[config.mk]
export PLATFORM = sky130hd
export DESIGN_NAME = alu_sequencer_flat
export DESIGN_NICKNAME = d
export VERILOG_FILES = /design/src/rtl/alu_sequencer_if.sv /design/src/rtl/alu_sequencer.sv /design/src/flat_wrapper.sv
export SDC_FILE = /design/constraint.sdc
export NUM_CORES = 1
export LEC_CHECK = 0
export CAP_MARGIN = 15
export CELL_PAD_IN_SITES_DETAIL_PLACEMENT = 0
export CELL_PAD_IN_SITES_GLOBAL_PLACEMENT = 1
export CORE_MARGIN = 2
export CORE_UTILIZATION = 31
export DETAILED_ROUTE_END_ITERATION = 12
export GPL_TIMING_DRIVEN = 0
export PLACE_DENSITY_LB_ADDON = 0.1
export SYNTH_ARGS = -nofsm -noshare
export SYNTH_HDL_FRONTEND = slang
export SYNTH_SLANG_ARGS = --single-unit
export TNS_END_PERCENT = 100
[constraint.sdc]
create_clock -name clk_i -period 4.8 [get_ports clk_i]
set_input_delay 0.48 -clock clk_i [delete_from_list [all_inputs] [get_ports clk_i]]
set_output_delay 0.48 -clock clk_i [all_outputs]
set_load 0.1 [all_outputs]
[src/rtl/alu_sequencer_if.sv]
// Request/grant handshake and datapath strobe bundle between the control unit and alu_sequencer.
interface alu_sequencer_if;
    logic        op_req;
    logic [4:0]  opcode;
    logic        pc_req;
    logic        op_ack;
    logic        pc_ack;
    logic        busy;
    logic        done;
    logic        illegal;
    logic        src1_out;
    logic        src2_out;
    logic        y_in;
    logic        z_in;
    logic        zlo_out;
    logic        zhi_out;
    logic        rdst_in;
    logic        lo_in;
    logic        hi_in;
    logic        pc_out;
    logic        pc_in;
    logic [13:0] alu_op;

    modport master (
        output op_req, opcode, pc_req,
        input  op_ack, pc_ack, busy, done, illegal, src1_out, src2_out, y_in, z_in,
               zlo_out, zhi_out, rdst_in, lo_in, hi_in, pc_out, pc_in, alu_op
    );

    modport slave (
        input  op_req, opcode, pc_req,
        output op_ack, pc_ack, busy, done, illegal, src1_out, src2_out, y_in, z_in,
               zlo_out, zhi_out, rdst_in, lo_in, hi_in, pc_out, pc_in, alu_op
    );
endinterface

[src/rtl/alu_sequencer.sv]
// Multi-cycle sequencer driving ALU/register strobes for one ALU op or PC increment at a time.
// Optional MUL/DIV support (LO/HI writeback, longer settle) is enabled by defining ALU_MULDIV_EN.
module alu_sequencer #(
    parameter int SETTLE_CYCLES = 1,
    parameter int MULDIV_SETTLE = 4
) (
    input  logic            clk_i,
    input  logic            rst_i,
    alu_sequencer_if.slave  bus
);

    localparam logic [4:0] OP_ADD  = 5'b00011;
    localparam logic [4:0] OP_SUB  = 5'b00100;
    localparam logic [4:0] OP_SHR  = 5'b00101;
    localparam logic [4:0] OP_SHRA = 5'b00110;
    localparam logic [4:0] OP_SHL  = 5'b00111;
    localparam logic [4:0] OP_ROR  = 5'b01000;
    localparam logic [4:0] OP_ROL  = 5'b01001;
    localparam logic [4:0] OP_AND  = 5'b01010;
    localparam logic [4:0] OP_OR   = 5'b01011;
    localparam logic [4:0] OP_MUL  = 5'b01111;
    localparam logic [4:0] OP_DIV  = 5'b10000;
    localparam logic [4:0] OP_NEG  = 5'b10001;
    localparam logic [4:0] OP_NOT  = 5'b10010;

    localparam int MAX_SETTLE = (MULDIV_SETTLE > SETTLE_CYCLES) ? MULDIV_SETTLE : SETTLE_CYCLES;
    localparam int CNT_W      = $clog2(MAX_SETTLE + 1);

    typedef enum logic [2:0] {
        S_IDLE, S_LOADY, S_EXEC, S_WBLO, S_WBHI, S_PCEX, S_PCWB, S_ILL
    } state_t;

    state_t           state_q, state_d;
    logic [CNT_W-1:0] cnt_q, cnt_d;
    logic [4:0]       op_q, op_d;
    logic             ack_q, ack_d;

    // One-hot ALU select; a zero result marks the opcode as unsupported.
    function automatic logic [13:0] alu_sel(input logic [4:0] op);
        logic [13:0] sel;
        sel = '0;
        case (op)
            OP_ADD:  sel[0]  = 1'b1;
            OP_SUB:  sel[1]  = 1'b1;
`ifdef ALU_MULDIV_EN
            OP_MUL:  sel[2]  = 1'b1;
            OP_DIV:  sel[3]  = 1'b1;
`endif
            OP_AND:  sel[4]  = 1'b1;
            OP_OR:   sel[5]  = 1'b1;
            OP_SHR:  sel[6]  = 1'b1;
            OP_SHRA: sel[7]  = 1'b1;
            OP_SHL:  sel[8]  = 1'b1;
            OP_ROR:  sel[9]  = 1'b1;
            OP_ROL:  sel[10] = 1'b1;
            OP_NEG:  sel[11] = 1'b1;
            OP_NOT:  sel[12] = 1'b1;
            default: sel     = '0;
        endcase
        return sel;
    endfunction

`ifdef ALU_MULDIV_EN
    function automatic logic is_muldiv(input logic [4:0] op);
        return (op == OP_MUL) || (op == OP_DIV);
    endfunction
`endif

    function automatic logic [CNT_W-1:0] settle_of(input logic [4:0] op);
`ifdef ALU_MULDIV_EN
        if (is_muldiv(op))
            return CNT_W'(MULDIV_SETTLE);
`endif
        return CNT_W'(SETTLE_CYCLES);
    endfunction

    always_ff @(posedge clk_i or posedge rst_i) begin
        if (rst_i) begin
            state_q <= S_IDLE;
            cnt_q   <= '0;
            op_q    <= '0;
            ack_q   <= 1'b0;
        end else begin
            state_q <= state_d;
            cnt_q   <= cnt_d;
            op_q    <= op_d;
            ack_q   <= ack_d;
        end
    end

    always_comb begin
        state_d      = state_q;
        cnt_d        = cnt_q;
        op_d         = op_q;
        ack_d        = 1'b0;
        bus.op_ack   = ack_q;
        bus.pc_ack   = 1'b0;
        bus.busy     = (state_q != S_IDLE);
        bus.done     = 1'b0;
        bus.illegal  = 1'b0;
        bus.src1_out = 1'b0;
        bus.src2_out = 1'b0;
        bus.y_in     = 1'b0;
        bus.z_in     = 1'b0;
        bus.zlo_out  = 1'b0;
        bus.zhi_out  = 1'b0;
        bus.rdst_in  = 1'b0;
        bus.lo_in    = 1'b0;
        bus.hi_in    = 1'b0;
        bus.pc_out   = 1'b0;
        bus.pc_in    = 1'b0;
        bus.alu_op   = '0;

        case (state_q)
            S_IDLE: begin
                if (bus.pc_req) begin
                    state_d = S_PCEX;
                end else if (bus.op_req) begin
                    op_d  = bus.opcode;
                    ack_d = 1'b1;
                    if (alu_sel(bus.opcode) == '0) begin
                        state_d = S_ILL;
                    end else if (bus.opcode == OP_NEG || bus.opcode == OP_NOT) begin
                        state_d = S_EXEC;
                        cnt_d   = settle_of(bus.opcode);
                    end else begin
                        state_d = S_LOADY;
                    end
                end
            end
            S_LOADY: begin
                bus.src1_out = 1'b1;
                bus.y_in     = 1'b1;
                state_d      = S_EXEC;
                cnt_d        = settle_of(op_q);
            end
            S_EXEC: begin
                bus.src2_out = 1'b1;
                bus.alu_op   = alu_sel(op_q);
                bus.z_in     = (cnt_q == CNT_W'(1));
                if (cnt_q <= CNT_W'(1)) begin
                    state_d = S_WBLO;
                    cnt_d   = '0;
                end else begin
                    cnt_d   = cnt_q - CNT_W'(1);
                end
            end
            S_WBLO: begin
                bus.zlo_out = 1'b1;
`ifdef ALU_MULDIV_EN
                if (is_muldiv(op_q)) begin
                    bus.lo_in = 1'b1;
                    state_d   = S_WBHI;
                end else begin
                    bus.rdst_in = 1'b1;
                    bus.done    = 1'b1;
                    state_d     = S_IDLE;
                end
`else
                bus.rdst_in = 1'b1;
                bus.done    = 1'b1;
                state_d     = S_IDLE;
`endif
            end
`ifdef ALU_MULDIV_EN
            S_WBHI: begin
                bus.zhi_out = 1'b1;
                bus.hi_in   = 1'b1;
                bus.done    = 1'b1;
                state_d     = S_IDLE;
            end
`endif
            S_PCEX: begin
                bus.pc_ack     = 1'b1;
                bus.pc_out     = 1'b1;
                bus.alu_op[13] = 1'b1;
                bus.z_in       = 1'b1;
                state_d        = S_PCWB;
            end
            S_PCWB: begin
                bus.zlo_out = 1'b1;
                bus.pc_in   = 1'b1;
                bus.done    = 1'b1;
                state_d     = S_IDLE;
            end
            S_ILL: begin
                bus.illegal = 1'b1;
                bus.done    = 1'b1;
                state_d     = S_IDLE;
            end
            default: begin
                state_d = S_IDLE;
            end
        endcase
    end

endmodule

[src/flat_wrapper.sv]
// flat-port wrapper written by rule: the top's interface ports become plain ports
module alu_sequencer_flat 
#(
    parameter int SETTLE_CYCLES = 1,
    parameter int MULDIV_SETTLE = 4
)
  (clk_i, rst_i, bus_op_req, bus_opcode, bus_pc_req, bus_op_ack, bus_pc_ack, bus_busy, bus_done, bus_illegal, bus_src1_out, bus_src2_out, bus_y_in, bus_z_in, bus_zlo_out, bus_zhi_out, bus_rdst_in, bus_lo_in, bus_hi_in, bus_pc_out, bus_pc_in, bus_alu_op);
  alu_sequencer_if bus_i ();
  input  logic clk_i;
  input  logic rst_i;
  input wire logic [$bits(bus_i.op_req)-1:0] bus_op_req;
  input wire logic [$bits(bus_i.opcode)-1:0] bus_opcode;
  input wire logic [$bits(bus_i.pc_req)-1:0] bus_pc_req;
  output wire logic [$bits(bus_i.op_ack)-1:0] bus_op_ack;
  output wire logic [$bits(bus_i.pc_ack)-1:0] bus_pc_ack;
  output wire logic [$bits(bus_i.busy)-1:0] bus_busy;
  output wire logic [$bits(bus_i.done)-1:0] bus_done;
  output wire logic [$bits(bus_i.illegal)-1:0] bus_illegal;
  output wire logic [$bits(bus_i.src1_out)-1:0] bus_src1_out;
  output wire logic [$bits(bus_i.src2_out)-1:0] bus_src2_out;
  output wire logic [$bits(bus_i.y_in)-1:0] bus_y_in;
  output wire logic [$bits(bus_i.z_in)-1:0] bus_z_in;
  output wire logic [$bits(bus_i.zlo_out)-1:0] bus_zlo_out;
  output wire logic [$bits(bus_i.zhi_out)-1:0] bus_zhi_out;
  output wire logic [$bits(bus_i.rdst_in)-1:0] bus_rdst_in;
  output wire logic [$bits(bus_i.lo_in)-1:0] bus_lo_in;
  output wire logic [$bits(bus_i.hi_in)-1:0] bus_hi_in;
  output wire logic [$bits(bus_i.pc_out)-1:0] bus_pc_out;
  output wire logic [$bits(bus_i.pc_in)-1:0] bus_pc_in;
  output wire logic [$bits(bus_i.alu_op)-1:0] bus_alu_op;
  assign bus_i.op_req = bus_op_req;
  assign bus_i.opcode = bus_opcode;
  assign bus_i.pc_req = bus_pc_req;
  assign bus_op_ack = bus_i.op_ack;
  assign bus_pc_ack = bus_i.pc_ack;
  assign bus_busy = bus_i.busy;
  assign bus_done = bus_i.done;
  assign bus_illegal = bus_i.illegal;
  assign bus_src1_out = bus_i.src1_out;
  assign bus_src2_out = bus_i.src2_out;
  assign bus_y_in = bus_i.y_in;
  assign bus_z_in = bus_i.z_in;
  assign bus_zlo_out = bus_i.zlo_out;
  assign bus_zhi_out = bus_i.zhi_out;
  assign bus_rdst_in = bus_i.rdst_in;
  assign bus_lo_in = bus_i.lo_in;
  assign bus_hi_in = bus_i.hi_in;
  assign bus_pc_out = bus_i.pc_out;
  assign bus_pc_in = bus_i.pc_in;
  assign bus_alu_op = bus_i.alu_op;
  alu_sequencer #(.SETTLE_CYCLES(SETTLE_CYCLES), .MULDIV_SETTLE(MULDIV_SETTLE)) u_core (.clk_i(clk_i), .rst_i(rst_i), .bus(bus_i));
endmodule
* Word level (Yosys, flattened, before mapping)
Index checks and enable logic that the tools add are counted.
W data, S select, Z words.
** Cells by class
- Bitwise gates (word level) :: 1
- Reduce and logical (&&, ||, !) cells :: 10
- $lt $le $gt $ge :: 1
- $add $sub $neg :: 1
- Muxes and demuxes :: 86
- Equality and inequality tests :: 35
** Operator list (count)
- $mux W1 :: 69
- $eq A5 B3 Y1 const B :: 8
- $eq A5 B4 Y1 const B :: 8
- $mux W3 :: 9
- $eq A5 B5 Y1 const B :: 4
- $logic_not A14 Y1 :: 1
- $mux W13 :: 1
- $pmux W3 S4 :: 1
- $eq A5 B2 Y1 const B :: 2
- $eq A3 B3 Y1 const B :: 3
- $pmux W3 S3 :: 1
- $mux W2 :: 4
- $eq A3 B1 Y1 const B :: 2
- $eq A3 B2 Y1 const B :: 2
- $ne A2 B2 Y1 const B :: 3
- $reduce_bool A3 Y1 :: 2
- $reduce_and A5 Y1 :: 1
- $ne A2 B1 Y1 const B :: 2
- $le A3 B1 Y1 const B :: 1
- $logic_not A3 Y1 :: 1
- $ne A3 B3 Y1 const B :: 1
- $reduce_and A3 Y1 :: 1
- $reduce_or A3 Y1 :: 1
- $sub A3 B1 Y3 const B :: 1
- other kinds (5) :: 5
** Word-level totals
- Logic and storage cells :: 138
- Output and inout port bits :: 30
- Bits in registers :: 12

* Logic depth before layout (Yosys ltp)
- Depth in word-level cells :: 10
- Gate-level depth with buffers :: 6
- Gate-level depth less buffers :: 6

* Worst setup path before layout
Ideal clock, no wire load.
- Kind :: register to output
- Start point :: register u_core.state_q[0]
- End point :: output port bus_alu_op[1]
- Cell stages (with the launch flop) :: 5
- Required time :: 4.320 ns
- Arrival :: 3.802 ns
- Slack :: 0.518 ns
- Cells stage by stage :: dfrtp_1 or3b_4 inv_1 nand3_1 nor3_1
** Between the ends
- Longest elaborated chain between the ends :: 2
** Ends and longest elaborated chain
- from (decl) :: RTL line alu_sequencer.sv:33 : state_t state_q, state_d;
- from (signal assigned) :: RTL line alu_sequencer.sv:84 : state_q <= state_d;
- $eq A3 B2 Y1 :: RTL line alu_sequencer.sv:114 : case (state_q)
- $mux W13 :: RTL line alu_sequencer.sv:114
- to (decl) :: RTL line flat_wrapper.sv:30 : output wire logic [$bits(bus_i.alu_op)-1:0] bus_alu_op;
No other way between the ends.

* Worst setup path in the final report
- Start point :: register u_core.state_q[0]
- End point :: output port bus_alu_op[4]
The elaborated chain is that of the path after synthesis.

==> run summary <==
status: finished, final reports clean
Initial Utilization: 32.32%
top cells by count, synth: nor2_1, dfrtp_1, inv_1, buf_4, nor3_1
largest net degree at the start of global routing: 13
Final Hold Viols: 0
row cnt: 19
worst-path fanout max: 6
Yosys top cell area share: 34.29%
Post-CTS Setup Repair Bufs: 0
Primary FF master, synth: dfrtp_1
Post-Route WL: 2.167 mm
CTS max path bufs: 2
Worst-path clk slew: 70 ps
buffers and inverters on the worst path: 1
WP data arrival: 2950 ps
yosys warns: 0
clock latency on the worst-skew pair: 260 ps
fraction of layout cells with a size suffix above 1: 15.17%
Worst path max stage delay: 1140 ps
vias per cell: 4.892
post-cts gate resize count: 0
critical path depth: 4
Crit-path slowest cell: clkdlybuf4s50_1
period utilization: 71.49%
top cell type by total area after synthesis: dfrtp_1
max cap viols: 0
clock tree sinks: 12
I/O Buffers: 33
Post-synth ARST share: 100.0%
filler cell count: 279
initial antenna violation count: 0
minimum clock period: 3432 ps
DR WL/cell: 12.31 um
Synth area leaders: dfrtp_1, nor2_1, buf_4
Top Ports: 39
unrepaired setup endpoints after global routing: no
drt first pass iters: 4
CTS tree: yes
vias in the first global route: 778
Register-to-Register Path Depth: 3
antenna violation net count after detailed routing: 0
worst hold margin: 525.1 ps
critical path's top delay family: buffers and inverters
Slew Viols, Final: 0
Core Region: 2710 sq um
initial DRC count: 27
worst hold path class: in2async
most frequent cell after synthesis: nor2_1
full die area: 3267 sq um
Avg Cell Area, Syn: 8.341 sq um
final core utilization: 47.32%
final-report setup violation count: 0
Worst Setup End Kind: output pin
remaining global-route overflow: 0
crit start category: flop
CTS root buf: clkbuf_4
Final Cell Area: 1282 sq um
die span in y: 57.16 um
register area share after synthesis: 34.29%
WP data required: 4320 ps
FF+latch count, synth: 12
Post-Synthesis Cell Area: 875.8 sq um
Die Width: 57.16 um
worst slew pin tran: 971.3 ps
# diodes: 0
Unique masters post-synth: 36
area delta synth->final: 46.43%
CTS H-tree lvls: 1
fmax: 0.2914 GHz
via count: 861
setup TNS: 0 ps
Crit Path Class: reg2out
DP Area: 1260 sq um
Worst Skew: 4.000 ps
hold_buf cts: 0
aggregate global-route resource usage: 14.14%
worst relative slew slack: 35.04%
Detailed Place HPWL: 1.767 mm
fin nets: 158
CTS Buf Count: 3
EDFF count, synth: 0
DRC viols: 0
Cell Chain, Critical Path: or3b_4 -> or4b_4 -> nor2_1 -> clkdlybuf4s50_1
first-pass GRT wire length: 3.636 mm
Syn Inst Count: 105
gp weighted congestion: 0.7969
==> registers in the layout, indices dropped and copies added, names as in the netlist <==
register / count
u_core.op_q: 5
u_core.cnt_q: 3
u_core.state_q: 3
u_core.bus.op_ack: 1
==> through the flow <==
step	worst slack, ps	instances
5_1_grt	1233	176
3_5_place_dp	1643	173
2_1_floorplan	518.3	109
4_1_cts	1344	176
6_report	1368	176
3_3_place_gp	1657	173
==> cells in the final DEF (no fill, tap or decap), types with 2 or more instances in the layout <==
cell type | Yosys | routed
buf_4 | 8 | 8
nand2b_1 | 3 | 3
clkbuf_1 | 3 | 3
nand2_1 | 5 | 5
clkdlybuf4s50_1 | 0 | 33
a31oi_1 | 2 | 2
mux2_2 | 5 | 5
ha_1 | 2 | 2
o31ai_1 | 2 | 2
a22oi_1 | 2 | 2
nand3_1 | 4 | 4
inv_1 | 10 | 10
nor3_1 | 6 | 6
nor2_1 | 18 | 18
dfrtp_1 | 12 | 12
clkbuf_4 | 0 | 3
o211ai_1 | 2 | 2
conb_1 | 1 | 5
==> worst paths after layout <==
kind	end	slack (ps)	from
setup / recovery	bus_alu_op[4]	1370	u_core.state_q[0]
hold reg to reg	u_core.cnt_q[2]	530	u_core.cnt_q[2]
hold / removal	u_core.cnt_q[0]	530	rst_i
min in group clk_i	u_core.cnt_q[2]	530	u_core.cnt_q[2]
setup reg to reg	u_core.op_q[2]	3260	u_core.state_q[0]
max in group asynchronous	u_core.op_q[2]	3950	rst_i
==> cells by family after synthesis <==
family | after synthesis | share of synthesized area, %
xor gates and xnor gates | 1 | 1.000
DFF | 12 | 34.29
AOI/OAI and AO/OA | 19 | 16.71
other | 1 | 0.4282
muxes | 5 | 6.428
and+or+nand+nor | 44 | 25.86
adders and majority gates | 2 | 2.857
buffers and inverters | 21 | 12.43
==> per-layer routing <==
metal | global-route usage [%] | part of all wire (%)
met3 | 4.535 | 4.7
met5 | 0 | 0
met1 | 20.65 | 51
met2 | 20.53 | 44
met4 | 2.990 | 0.74
==> cell type report <==
| cell class | instances | area, sq um | area share, % |
|---|---|---|---|
| Timing Repair Buffer | 33 | 330.3 | 25.76 |
| Sequential cell | 12 | 300.3 | 23.41 |
| Inverter | 10 | 37.54 | 2.927 |
| Buffer | 11 | 71.32 | 5.561 |
| Multi-Input combinational cell | 76 | 481.7 | 37.56 |
| Tap cell | 31 | 38.79 | 3.024 |
| Clock buffer | 3 | 22.52 | 1.756 |
Power is not shown: default switching activity piles up to over one toggle a cycle in this logic, so the estimate is an artifact.
